$ cat src/rtl/gat_bram_loader.sv
// gat_bram_loader: takes one word stream and writes it, in order, into three BRAM
// write ports: H data first, then node info, then weights.
//
// Handshake: s_valid/s_ready are strict valid/ready. A word is taken on any rising
// clock edge where s_valid && s_ready. s_ready depends only on the FSM state, never
// on s_valid. Each word taken produces one registered write on the next cycle, with
// ena = wea = 1 and addra = word_index << 2. Between writes, din/addra keep their
// last value and ena/wea stay low.
// Each region depth must be at least 2, so that its counter width is non-zero.
module gat_bram_loader #(
   parameter int TOP_WIDTH       = 32,
   parameter int H_DATA_DEPTH    = 242101,
   parameter int NODE_INFO_DEPTH = 13264,
   parameter int WEIGHT_DEPTH    = 22928,
   localparam int H_DATA_ADDR_W    = $clog2(H_DATA_DEPTH),
   localparam int NODE_INFO_ADDR_W = $clog2(NODE_INFO_DEPTH),
   localparam int WEIGHT_ADDR_W    = $clog2(WEIGHT_DEPTH)
) (
   input  logic                          clk,
   input  logic                          rst_n,
   input  logic                          load_start,
   input  logic [TOP_WIDTH-1:0]          s_data,
   input  logic                          s_valid,
   output logic                          s_ready,
   output logic [TOP_WIDTH-1:0]          h_data_bram_din,
   output logic                          h_data_bram_ena,
   output logic                          h_data_bram_wea,
   output logic [H_DATA_ADDR_W+1:0]      h_data_bram_addra,
   output logic [TOP_WIDTH-1:0]          h_node_info_bram_din,
   output logic                          h_node_info_bram_ena,
   output logic                          h_node_info_bram_wea,
   output logic [NODE_INFO_ADDR_W+1:0]   h_node_info_bram_addra,
   output logic [TOP_WIDTH-1:0]          wgt_bram_din,
   output logic                          wgt_bram_ena,
   output logic                          wgt_bram_wea,
   output logic [WEIGHT_ADDR_W+1:0]      wgt_bram_addra,
   output logic                          h_data_bram_load_done,
   output logic                          h_node_info_bram_load_done,
   output logic                          wgt_bram_load_done,
   output logic                          loader_busy,
   output logic [2:0]                    state_dbg
);

   typedef enum logic [2:0] {
      IDLE  = 3'd0,
      LD_H  = 3'd1,
      LD_NI = 3'd2,
      LD_W  = 3'd3,
      DONE  = 3'd4
   } state_t;

   localparam logic [H_DATA_ADDR_W-1:0]    H_LAST  = H_DATA_ADDR_W'(H_DATA_DEPTH - 1);
   localparam logic [NODE_INFO_ADDR_W-1:0] NI_LAST = NODE_INFO_ADDR_W'(NODE_INFO_DEPTH - 1);
   localparam logic [WEIGHT_ADDR_W-1:0]    W_LAST  = WEIGHT_ADDR_W'(WEIGHT_DEPTH - 1);
   localparam logic [H_DATA_ADDR_W-1:0]    H_ONE   = H_DATA_ADDR_W'(1);
   localparam logic [NODE_INFO_ADDR_W-1:0] NI_ONE  = NODE_INFO_ADDR_W'(1);
   localparam logic [WEIGHT_ADDR_W-1:0]    W_ONE   = WEIGHT_ADDR_W'(1);

   state_t state, state_nxt;
   logic   start, acc_h, acc_ni, acc_w;
   logic   h_last, ni_last, w_last;

   logic [H_DATA_ADDR_W-1:0]    h_cnt;
   logic [NODE_INFO_ADDR_W-1:0] ni_cnt;
   logic [WEIGHT_ADDR_W-1:0]    w_cnt;

   assign h_last    = (h_cnt == H_LAST);
   assign ni_last   = (ni_cnt == NI_LAST);
   assign w_last    = (w_cnt == W_LAST);
   assign state_dbg = state;

   // State register.
   always_ff @(posedge clk or negedge rst_n) begin
      if (!rst_n) state <= IDLE;
      else        state <= state_nxt;
   end

   // Next-state logic, handshake and per-region accept strobes.
   // A region hands over on the same edge that takes its last word.
   always_comb begin
      state_nxt   = state;
      s_ready     = 1'b0;
      loader_busy = 1'b0;
      start       = 1'b0;
      acc_h       = 1'b0;
      acc_ni      = 1'b0;
      acc_w       = 1'b0;
      case (state)
         IDLE, DONE: begin
            if (load_start) begin
               start     = 1'b1;
               state_nxt = LD_H;
            end
         end
         LD_H: begin
            s_ready     = 1'b1;
            loader_busy = 1'b1;
            acc_h       = s_valid;
            if (s_valid && h_last) state_nxt = LD_NI;
         end
         LD_NI: begin
            s_ready     = 1'b1;
            loader_busy = 1'b1;
            acc_ni      = s_valid;
            if (s_valid && ni_last) state_nxt = LD_W;
         end
         LD_W: begin
            s_ready     = 1'b1;
            loader_busy = 1'b1;
            acc_w       = s_valid;
            if (s_valid && w_last) state_nxt = DONE;
         end
         default: state_nxt = IDLE;
      endcase
   end

   // H data write port, word counter and sticky done flag.
   // The counter stops at the last index so that it never wraps.
   always_ff @(posedge clk or negedge rst_n) begin
      if (!rst_n) begin
         h_cnt                 <= '0;
         h_data_bram_din       <= '0;
         h_data_bram_addra     <= '0;
         h_data_bram_ena       <= 1'b0;
         h_data_bram_wea       <= 1'b0;
         h_data_bram_load_done <= 1'b0;
      end else begin
         h_data_bram_ena <= 1'b0;
         h_data_bram_wea <= 1'b0;
         if (start) begin
            h_cnt                 <= '0;
            h_data_bram_load_done <= 1'b0;
         end else if (acc_h) begin
            h_data_bram_din   <= s_data;
            h_data_bram_addra <= {h_cnt, 2'b00};
            h_data_bram_ena   <= 1'b1;
            h_data_bram_wea   <= 1'b1;
            if (h_last) h_data_bram_load_done <= 1'b1;
            else        h_cnt                 <= h_cnt + H_ONE;
         end
      end
   end

   // Node-info write port, word counter and sticky done flag.
   always_ff @(posedge clk or negedge rst_n) begin
      if (!rst_n) begin
         ni_cnt                     <= '0;
         h_node_info_bram_din       <= '0;
         h_node_info_bram_addra     <= '0;
         h_node_info_bram_ena       <= 1'b0;
         h_node_info_bram_wea       <= 1'b0;
         h_node_info_bram_load_done <= 1'b0;
      end else begin
         h_node_info_bram_ena <= 1'b0;
         h_node_info_bram_wea <= 1'b0;
         if (start) begin
            ni_cnt                     <= '0;
            h_node_info_bram_load_done <= 1'b0;
         end else if (acc_ni) begin
            h_node_info_bram_din   <= s_data;
            h_node_info_bram_addra <= {ni_cnt, 2'b00};
            h_node_info_bram_ena   <= 1'b1;
            h_node_info_bram_wea   <= 1'b1;
            if (ni_last) h_node_info_bram_load_done <= 1'b1;
            else         ni_cnt                     <= ni_cnt + NI_ONE;
         end
      end
   end

   // Weight write port, word counter and sticky done flag.
   always_ff @(posedge clk or negedge rst_n) begin
      if (!rst_n) begin
         w_cnt              <= '0;
         wgt_bram_din       <= '0;
         wgt_bram_addra     <= '0;
         wgt_bram_ena       <= 1'b0;
         wgt_bram_wea       <= 1'b0;
         wgt_bram_load_done <= 1'b0;
      end else begin
         wgt_bram_ena <= 1'b0;
         wgt_bram_wea <= 1'b0;
         if (start) begin
            w_cnt              <= '0;
            wgt_bram_load_done <= 1'b0;
         end else if (acc_w) begin
            wgt_bram_din   <= s_data;
            wgt_bram_addra <= {w_cnt, 2'b00};
            wgt_bram_ena   <= 1'b1;
            wgt_bram_wea   <= 1'b1;
            if (w_last) wgt_bram_load_done <= 1'b1;
            else        w_cnt              <= w_cnt + W_ONE;
         end
      end
   end

endmodule

$ cat config.mk
export PLATFORM = sky130hd
export DESIGN_NAME = gat_bram_loader
export DESIGN_NICKNAME = d
export VERILOG_FILES = /design/src/rtl/gat_bram_loader.sv
export SDC_FILE = /design/constraint.sdc
export NUM_CORES = 1
export LEC_CHECK = 0
export CAP_MARGIN = 20
export CELL_PAD_IN_SITES_DETAIL_PLACEMENT = 0
export CELL_PAD_IN_SITES_GLOBAL_PLACEMENT = 1
export CORE_MARGIN = 5
export CORE_UTILIZATION = 35
export DETAILED_ROUTE_END_ITERATION = 6
export MAX_ROUTING_LAYER = met4
export PLACE_DENSITY_LB_ADDON = 0.1
export SLEW_MARGIN = 0
export SYNTH_ARGS = -nofsm -noshare
export SYNTH_HDL_FRONTEND = slang
export SYNTH_SLANG_ARGS = --single-unit
$ cat constraint.sdc
create_clock -name clk -period 2.3 [get_ports clk]
set_input_delay 0.345 -clock clk [delete_from_list [all_inputs] [get_ports clk]]
set_output_delay 0.345 -clock clk [all_outputs]
set_load 0.005 [all_outputs]
Word level (Yosys, flattened, before mapping)
Cells that the tools add are included.
Cells by class
  add/subtract/negate cells: 3
  equality and inequality tests: 14
  muxes and demuxes: 35
  bitwise operators: 1
  reduce and logical (&&, ||, !) cells: 22
Operator list (number)
  $mux 18: 3
  $mux 15: 3
  $mux 14: 3
  $mux 1: 21
  $add 18x1->18 const B: 1
  $eq 18x18->1 const B: 1
  $reduce_and 2->1: 9
  $add 15x1->15 const B: 1
  $eq 15x15->1 const B: 1
  $add 14x1->14 const B: 1
  $eq 14x14->1 const B: 1
  $ne 2x2->1 const B: 7
  $mux 3: 4
  $pmux 3 s4: 1
  $reduce_bool 2->1: 6
  $eq 3x2->1 const B: 2
  $reduce_and 4->1: 1
  $eq 3x1->1 const B: 1
  $eq 3x3->1 const B: 1
  $logic_and 1x1->1: 3
  $logic_not 3->1: 1
  $reduce_or 3->1: 1
  $reduce_or 2->1: 1
  $not 1->1: 1
Storage, ports and cells
  register bits after elaboration: 199
  input port bits: 36
  logic and storage cells: 91

Depth between registers and ports, before layout
Gate-level depths: netlist of the first run.
  word-level depth: 5
  mapped depth: 7
  depth with buffers taken out: 6

Worst setup path before layout of the first run
No wires, ideal clock.
  kind: reg-to-reg
  start: reg w_cnt[0]
  end: reg w_cnt[3]
  setup time: 0.079 ns
  data arrival time: 1.849 ns
  required time: 2.221 ns
  slack: 0.372 ns
  cell stages (with the launch flop): 7
  path buffers: 0
  period minus slack after synthesis: 1.928 ns
  cell sequence: dfrtp_1 -> ha_1 -> or4b_1 -> nor4_4 -> nor2_1 -> nand4_1 -> mux2i_1
Between the ends
  cells in the longest elaborated chain, start to end: 4
  elaborated cells between the ends (all ways): 7
  classes of those cells: 1 x add/sub; 2 x eq/ne; 3 x mux; 1 x reduce/logical
Ends and longest elaborated chain
  start: declaration: line 65  | logic [WEIGHT_ADDR_W-1:0] w_cnt;
  start signal: assignment: line 191  | else w_cnt <= w_cnt + W_ONE;
  $add 15x1->15: line 191
  $mux 15: line 190  | if (w_last) wgt_bram_load_done <= 1'b1;
  $mux 15: line 185  | end else if (acc_w) begin
  $mux 15: line 182  | if (start) begin
Several ways; a longest one is shown, not always the timed one. The select of a mux whose other input is x is not followed.
A chain may end at the register's enable or synchronous reset.

Worst setup path after layout of the first run
  start: reg state[1] (netlist: state_dbg[1])
  end: out s_ready
Between the ends
  cells in the longest elaborated chain, start to end: 3
  elaborated cells between the ends (all ways): 5
  classes of those cells: 3 x eq/ne; 1 x mux; 1 x reduce/logical
Ends and longest elaborated chain
  start: declaration: line 59  | state_t state, state_nxt;
  start signal: assignment: line 75  | else state <= state_nxt;
  $eq 3x2->1 / $eq 3x1->1 (equally long branches): line 88  | case (state)
  $reduce_or 3->1 (no source line) *
  $mux 1 *: line 88
  end: declaration: line 24  | output logic s_ready,
Mark *: on every way between the ends. The rest lies on a longest branch, timed or not.

==> results.sh, run 1 <==
export IMPL_maxCapViolations=0
export IMPL_outcome="complete, no violations"
export IMPL_synth_cell_types=46
export IMPL_cts_tree="done"
export IMPL_ys_warn_count=0
export IMPL_p_leak_nw=5.493
export IMPL_yosys_area_share_simple_pct=22.91
export IMPL_clock_sinks=199
export IMPL_fin_crit_ns=2.136
export IMPL_fmax_mhz=468.2
export IMPL_synth_edf_count=0
export IMPL_arrival_ns=1.79
export IMPL_required_ns=1.96
export IMPL_synth_xor_xnor_area_share_pct=2.779
export IMPL_power_density_mw_per_mm2=657.7
export IMPL_crit_fanout=11
export IMPL_cts_max_level=4
export IMPL_die_area_mm2=0.02657
export IMPL_ys_seq_area_share_pct=60.78
export IMPL_antenna_found_initial=0
export IMPL_drc_errors=0
export IMPL_insertion_delay_ns=0.43
export IMPL_grt_max_degree=56
export IMPL_rows=56
export IMPL_die_w_um=163.0
export IMPL_final_setup_worst_slack_ns=0.1644
export IMPL_routabilityCongestion=0.7767
export IMPL_wl_per_cell_um=16.09
export IMPL_coreArea_mm2=0.02326
export IMPL_cts_root_buffer="clkbuf_16"
export IMPL_wl_um=21710
export IMPL_syn_area_mm2=0.008193
export IMPL_io_buffers=192
export IMPL_synth_top_area_share_pct=60.78
export IMPL_avgViaCountPerCell=4.603
export IMPL_die_h_um=163.0
export IMPL_ios=199
export IMPL_tightest_slew_ns=0.6572
export IMPL_antenna_left=0
export IMPL_design_area_mm2=0.01127
export IMPL_ys_async_sr_fraction_pct=100.0
export IMPL_synth_seq_cells=199
export IMPL_syn_inst=806
export IMPL_hpwl_um=15360
export IMPL_overflow=0
export IMPL_critPathKind="reg2out"
export IMPL_pre_cts_slack_ns=-0.02893
export IMPL_place_area_mm2=0.01068
export IMPL_max_slew_margin_pct=56.08
export IMPL_clkTransAtPathRegs_ns=0.07
export IMPL_track_usage_pct=17.12
export IMPL_fin_crit_sh_pct=92.85
export IMPL_synthFlopType="dfrtp_1"
export IMPL_ir_drop_v=0.0005201
export IMPL_drive_gt1_share_pct=13.01
export IMPL_final_setup_viol_count=0
export IMPL_hp_class="in2async"
export IMPL_clockBufferDepth=2
export IMPL_synth_compound_area_share_pct=2.474
export IMPL_hold_viol=0
export IMPL_dr_pass1_iters=4
export IMPL_fin_nets=1058
export IMPL_cts_buffers=17
export IMPL_clock_skew_ns=0.01469
export IMPL_synth_fa_ha_area_share_pct=0.6109
export IMPL_num_vias=6209
export IMPL_synth_mux_area_share_pct=7.193
export IMPL_rsz0062_at_grt="false"
export IMPL_avgSynthCellArea_um2=10.16
export IMPL_synth_top_family_by_area="simple AND/OR/NAND/NOR gates"
export IMPL_synth_area_leaders="dfrtp_1 (61%), nand2_1 (15%), mux2_2 (6.5%)"
export IMPL_end_kind="output pin"
export IMPL_start_util_pct=35.22
export IMPL_antenna_cells=0
export IMPL_startpoint_type="flip-flop"
export IMPL_slew_violations=0
export IMPL_yosys_area_top_type="dfrtp_1"
export IMPL_utilization_pct=48.47
export IMPL_grt_pass1_wl_um=35070
export IMPL_drt_iter0_drc=401
export IMPL_area_growth_pct=37.61
export IMPL_grt_pass1_vias=6325
[cell usage in the layout (no fill, tap or decap), types with 8 or more instances in the layout]
master,netlist,final
a21oi_1,10,10
buf_4,14,37
clkbuf_16,0,17
clkdlybuf4s50_1,0,191
dfrtp_1,199,197
mux2_2,47,47
nand2_1,321,321
nand3_1,18,18
nand4_1,11,11
nor2_1,39,39
nor3_1,8,8
o21ai_0,13,13
xnor2_1,10,10
xor2_1,16,16
[metal layers]
metal,GRT usage (%),up-vias,routed length (um)
met2,26.68,148,10170
met4,4.117,0,295
met3,3.341,18,931
met5,-,-,0
li1,-,3032,-
met1,23.31,3011,10310
[power breakdown]
part,internal [W],switching (W),total [W]
registers,0.00364,0.000137,0.00378
logic,0.000343,0.000348,0.000691
clock network,0.00152,0.00142,0.00294
total,0.00551,0.00191,0.00741
[flip-flops by register name, indices dropped and copies added (netlist names)]
register and count:
h_cnt 18, h_data_bram_addra 18, h_data_bram_din 32, h_data_bram_load_done 1
h_data_bram_wea 1, h_node_info_bram_addra 14, h_node_info_bram_din 32, h_node_info_bram_load_done 1
h_node_info_bram_wea 1, ni_cnt 14, state_dbg 3, w_cnt 15
wgt_bram_addra 15, wgt_bram_din 32, wgt_bram_load_done 1, wgt_bram_wea 1
[metrics by stage]
step / total power (W) / instances / hold slack (ns) / TNS, ns
after detailed placement: 0.004560 / 1315 / 0.3540 / -0.02893
after global placement: 0.004555 / 1315 / 0.3649 / 0
after CTS: 0.007540 / 1347 / 0.4618 / 0
after floorplan: 0.004066 / 811 / 0.04941 / 0
final: 0.007415 / 1349 / 0.4414 / 0
after global routing: 0.007766 / 1349 / 0.5000 / 0
[final timing paths]
| check | start | endpoint | slack, ns | cells after the start |
|---|---|---|---|---|
| worst max-delay path | state_dbg[1] | s_ready | 0.16 | 4 |
| worst min-delay path | rst_n | wgt_bram_din[1] | 0.44 | 2 |
| worst max register to register | w_cnt[0] | w_cnt[4] | 0.28 | 7 |
| worst min register to register | wgt_bram_din[23] | wgt_bram_din[23] | 0.47 | 2 |
| max in group asynchronous | rst_n | h_data_bram_din[17] | 1.18 | 3 |
| min in group clk | wgt_bram_din[23] | wgt_bram_din[23] | 0.47 | 2 |
[cell usage after synthesis (2+ instances only)]
cell      instances
or4_1             2
nand2_1         321
nor2_1           39
a21oi_1          10
nor4_1            6
buf_1             7
xor2_1           16
inv_1             7
o21ai_0          13
buf_2             6
nor3_1            8
clkbuf_1         19
nand4_1          11
nand3_1          18
or3_1             6
o31ai_1           3
xnor2_1          10
buf_4            14
mux2i_1           6
and3_1            3
nor2b_1           2
ha_1              4
o211ai_1          4
dfrtp_1         199
mux2_2           47
nand3b_1          3
and2_1            2
nor4_4            2
[cell type report]
class | instances | area, um^2
Clock buffer | 17 | 425.4
Clock inverter | 14 | 143.9
Fill cell | 2251 | 11990
Inverter | 8 | 30.03
Multi-Input combinational cell | 558 | 3000
Sequential cell | 199 | 4982
Tap cell | 319 | 399.1
Timing Repair Buffer | 234 | 2293
[critical path: stages, from the launching register on]
cell             delay (ns)
dfrtp_2                0.49
nor2_1                 0.08
buf_4                  0.15
nor2_1                 0.12
clkdlybuf4s50_1        0.52
[cell families (layout without fill, tap and decap cells)]
family / after synthesis / count (layout)
AND/OR/NAND/NOR: 435 / 435
adder cells (fa/ha/maj): 4 / 4
other: 1 / 6
multiplexers: 53 / 53
buffers and inverters: 54 / 273
flip-flops: 199 / 199
AO/OA/AOI/OAI: 34 / 34
XOR/XNOR: 26 / 26
[repair_timing]
item | 4_1_cts | 5_1_grt
setup buffers | 0 | 2
hold endpoints to repair | 51 | 0
resized for setup | 1 | 1
endpoints found under the setup margin | 2 | 2
hold buffers | 1 | 0
No activity file was read; power rests on OpenSTA's default activity.
==> run 2, diff against run 1 <==
--- a/config.mk
+++ b/config.mk
@@ -12,7 +12,7 @@
 export CORE_UTILIZATION = 35
 export DETAILED_ROUTE_END_ITERATION = 6
 export MAX_ROUTING_LAYER = met4
-export PLACE_DENSITY_LB_ADDON = 0.1
+export PLACE_DENSITY = 0.77
 export SLEW_MARGIN = 0
 export SYNTH_ARGS = -nofsm -noshare
 export SYNTH_HDL_FRONTEND = slang
==> run 2 against run 1 <==
Count of clock-buffer cells in the layout up 1; maximum frequency down 0.58%; hold slack better by 0.0074 ns; critical path type unchanged.
==> results.sh, run 2 (same netlist as run 1, synthesis figures left out) <==
export IMPL_crit_fanout=11
export IMPL_r2r_end="ni_cnt[2]"
export IMPL_fin_crit_ns=2.148
export IMPL_reg2regPathDepth=5
export IMPL_grt_pass1_wl_um=34940
export IMPL_slew_violations=0
export IMPL_whs_ns=0.4489
export IMPL_insertion_delay_ns=0.43
export IMPL_end_kind="output pin"
export IMPL_rsz0062_at_grt="false"
export IMPL_start_util_pct=35.22
export IMPL_max_slew_margin_pct=57.78
export IMPL_ff_latch_area_mm2=0.004981
export IMPL_cts_max_level=4
export IMPL_cts_root_buffer="clkbuf_16"
export IMPL_routabilityCongestion=0.7827
export IMPL_crit_start="state_dbg[1]"
export IMPL_drt_iter0_drc=319
export IMPL_r2r_setup_slack_ns=0.19
export IMPL_clock_skew_ns=0.01043
export IMPL_rows=56
export IMPL_reg_top3="h_data_bram_din: 32 flops, h_node_info_bram_din: 32 flops, wgt_bram_din: 32 flops"
export IMPL_track_usage_pct=16.97
export IMPL_fin_crit_sh_pct=93.39
export IMPL_p_leak_nw=5.501
export IMPL_area_growth_pct=38.12
export IMPL_utilization_pct=48.64
export IMPL_io_buffers=192
export IMPL_critPathKind="reg2out"
export IMPL_arrival_ns=1.80
export IMPL_place_area_mm2=0.01065
export IMPL_die_h_um=163.0
export IMPL_antenna_left=0
export IMPL_final_cell_mix="nand2_1 (321), dfrtp_1 (198), clkdlybuf4s50_1 (191), mux2_2 (47), nor2_1 (38)"
export IMPL_grt_max_degree=56
export IMPL_instances_no_fill=1344
export IMPL_power_density_mw_per_mm2=677.3
export IMPL_overflow=0
export IMPL_hp_class="in2async"
export IMPL_fin_nets=1052
export IMPL_coreArea_mm2=0.02326
export IMPL_outcome="complete, no violations"
export IMPL_avgViaCountPerCell=4.673
export IMPL_cts_tree="done"
export IMPL_hold_viol=0
export IMPL_fin_tns_setup_ns=0
export IMPL_die_w_um=163.0
export IMPL_die_area_mm2=0.02657
export IMPL_fill_cells=2186
export IMPL_cts_buffers=17
export IMPL_placed_cells=1308
export IMPL_clock_sinks=199
export IMPL_grt_pass1_vias=6471
export IMPL_num_vias=6281
export IMPL_final_setup_viol_count=0
export IMPL_tightest_slew_ns=0.6318
export IMPL_wl_per_cell_um=15.80
export IMPL_layout_commonest_cell="nand2_1"
export IMPL_ir_drop_v=0.0004112
export IMPL_hpwl_um=14830
export IMPL_multi_input_area_mm2=0.003003
export IMPL_wl_um=21240
export IMPL_drive_gt1_share_pct=12.59
export IMPL_design_area_mm2=0.01132
export IMPL_clkTransAtPathRegs_ns=0.07
export IMPL_maxCapViolations=0
export IMPL_fmax_mhz=465.5
export IMPL_ios=199
export IMPL_drc_errors=0
export IMPL_startpoint_type="flip-flop"
export IMPL_antenna_found_initial=0
export IMPL_reg2reg_from="ni_cnt[11]"
export IMPL_antenna_cells=0
export IMPL_dr_pass1_iters=4
export IMPL_clockBufferDepth=2
export IMPL_required_ns=1.96
## run 2: per-layer routing
| metal | global-route usage, % | up-vias | wire (um) | part of all wire, % |
|---|---|---|---|---|
| met5 | - | - | 0 | 0 |
| met2 | 26.36 | 153 | 9658 | 45 |
| met3 | 3.240 | 15 | 1015 | 4.8 |
| li1 | - | 3027 | - | - |
| met4 | 3.889 | 0 | 201 | 0.95 |
| met1 | 23.32 | 3086 | 10360 | 49 |
## run 2: worst max-delay path, cell delays in order (launching register included)
cell and delay, ns:
dfrtp_1 0.57, nor2_2 0.11, nor2_1 0.17, clkdlybuf4s50_1 0.53
## run 2: what timing repair did
item                                    CTS  global route
setup buffers                             0             3
gates resized for setup                   2             0
cloned                                    0             0
hold endpoints to repair                 51             0
endpoints found under the setup margin    2             2
hold buffers                              1             0
## run 2: area by class of cell
cell class,count,share of cell area [%]
flip-flops and latches,199,44.02
clock inverters,14,1.681
inverters,8,0.2654
well taps,319,3.527
multi-input cells,558,26.54
clock buffers,18,3.881
repair buffers,228,20.09
## run 2: stage by stage
stage / total power, W / setup WS [ns]
global route: 0.008013 / 0.003610
detailed placement: 0.004539 / -0.008014
finish: 0.007664 / 0.1520
CTS: 0.007766 / 0.05801
global placement: 0.004526 / 0.01988
floorplan: 0.004066 / 0.3718
## run 2: worst max path at each step
stage	endpoint	cells past startpoint
floorplan	w_cnt[3]	6
global placement	h_node_info_bram_din[6]	6
detailed placement	w_cnt[11]	5
CTS	s_ready	4
global route	loader_busy	3
finish	s_ready	3
## run 2: power by group
part	leakage, nW	internal, W	switching (W)	total [W]
combinational	2.50	0.000349	0.000330	0.000679
clock	0.304	0.00178	0.00143	0.00321
sequential	2.70	0.00364	0.000132	0.00377
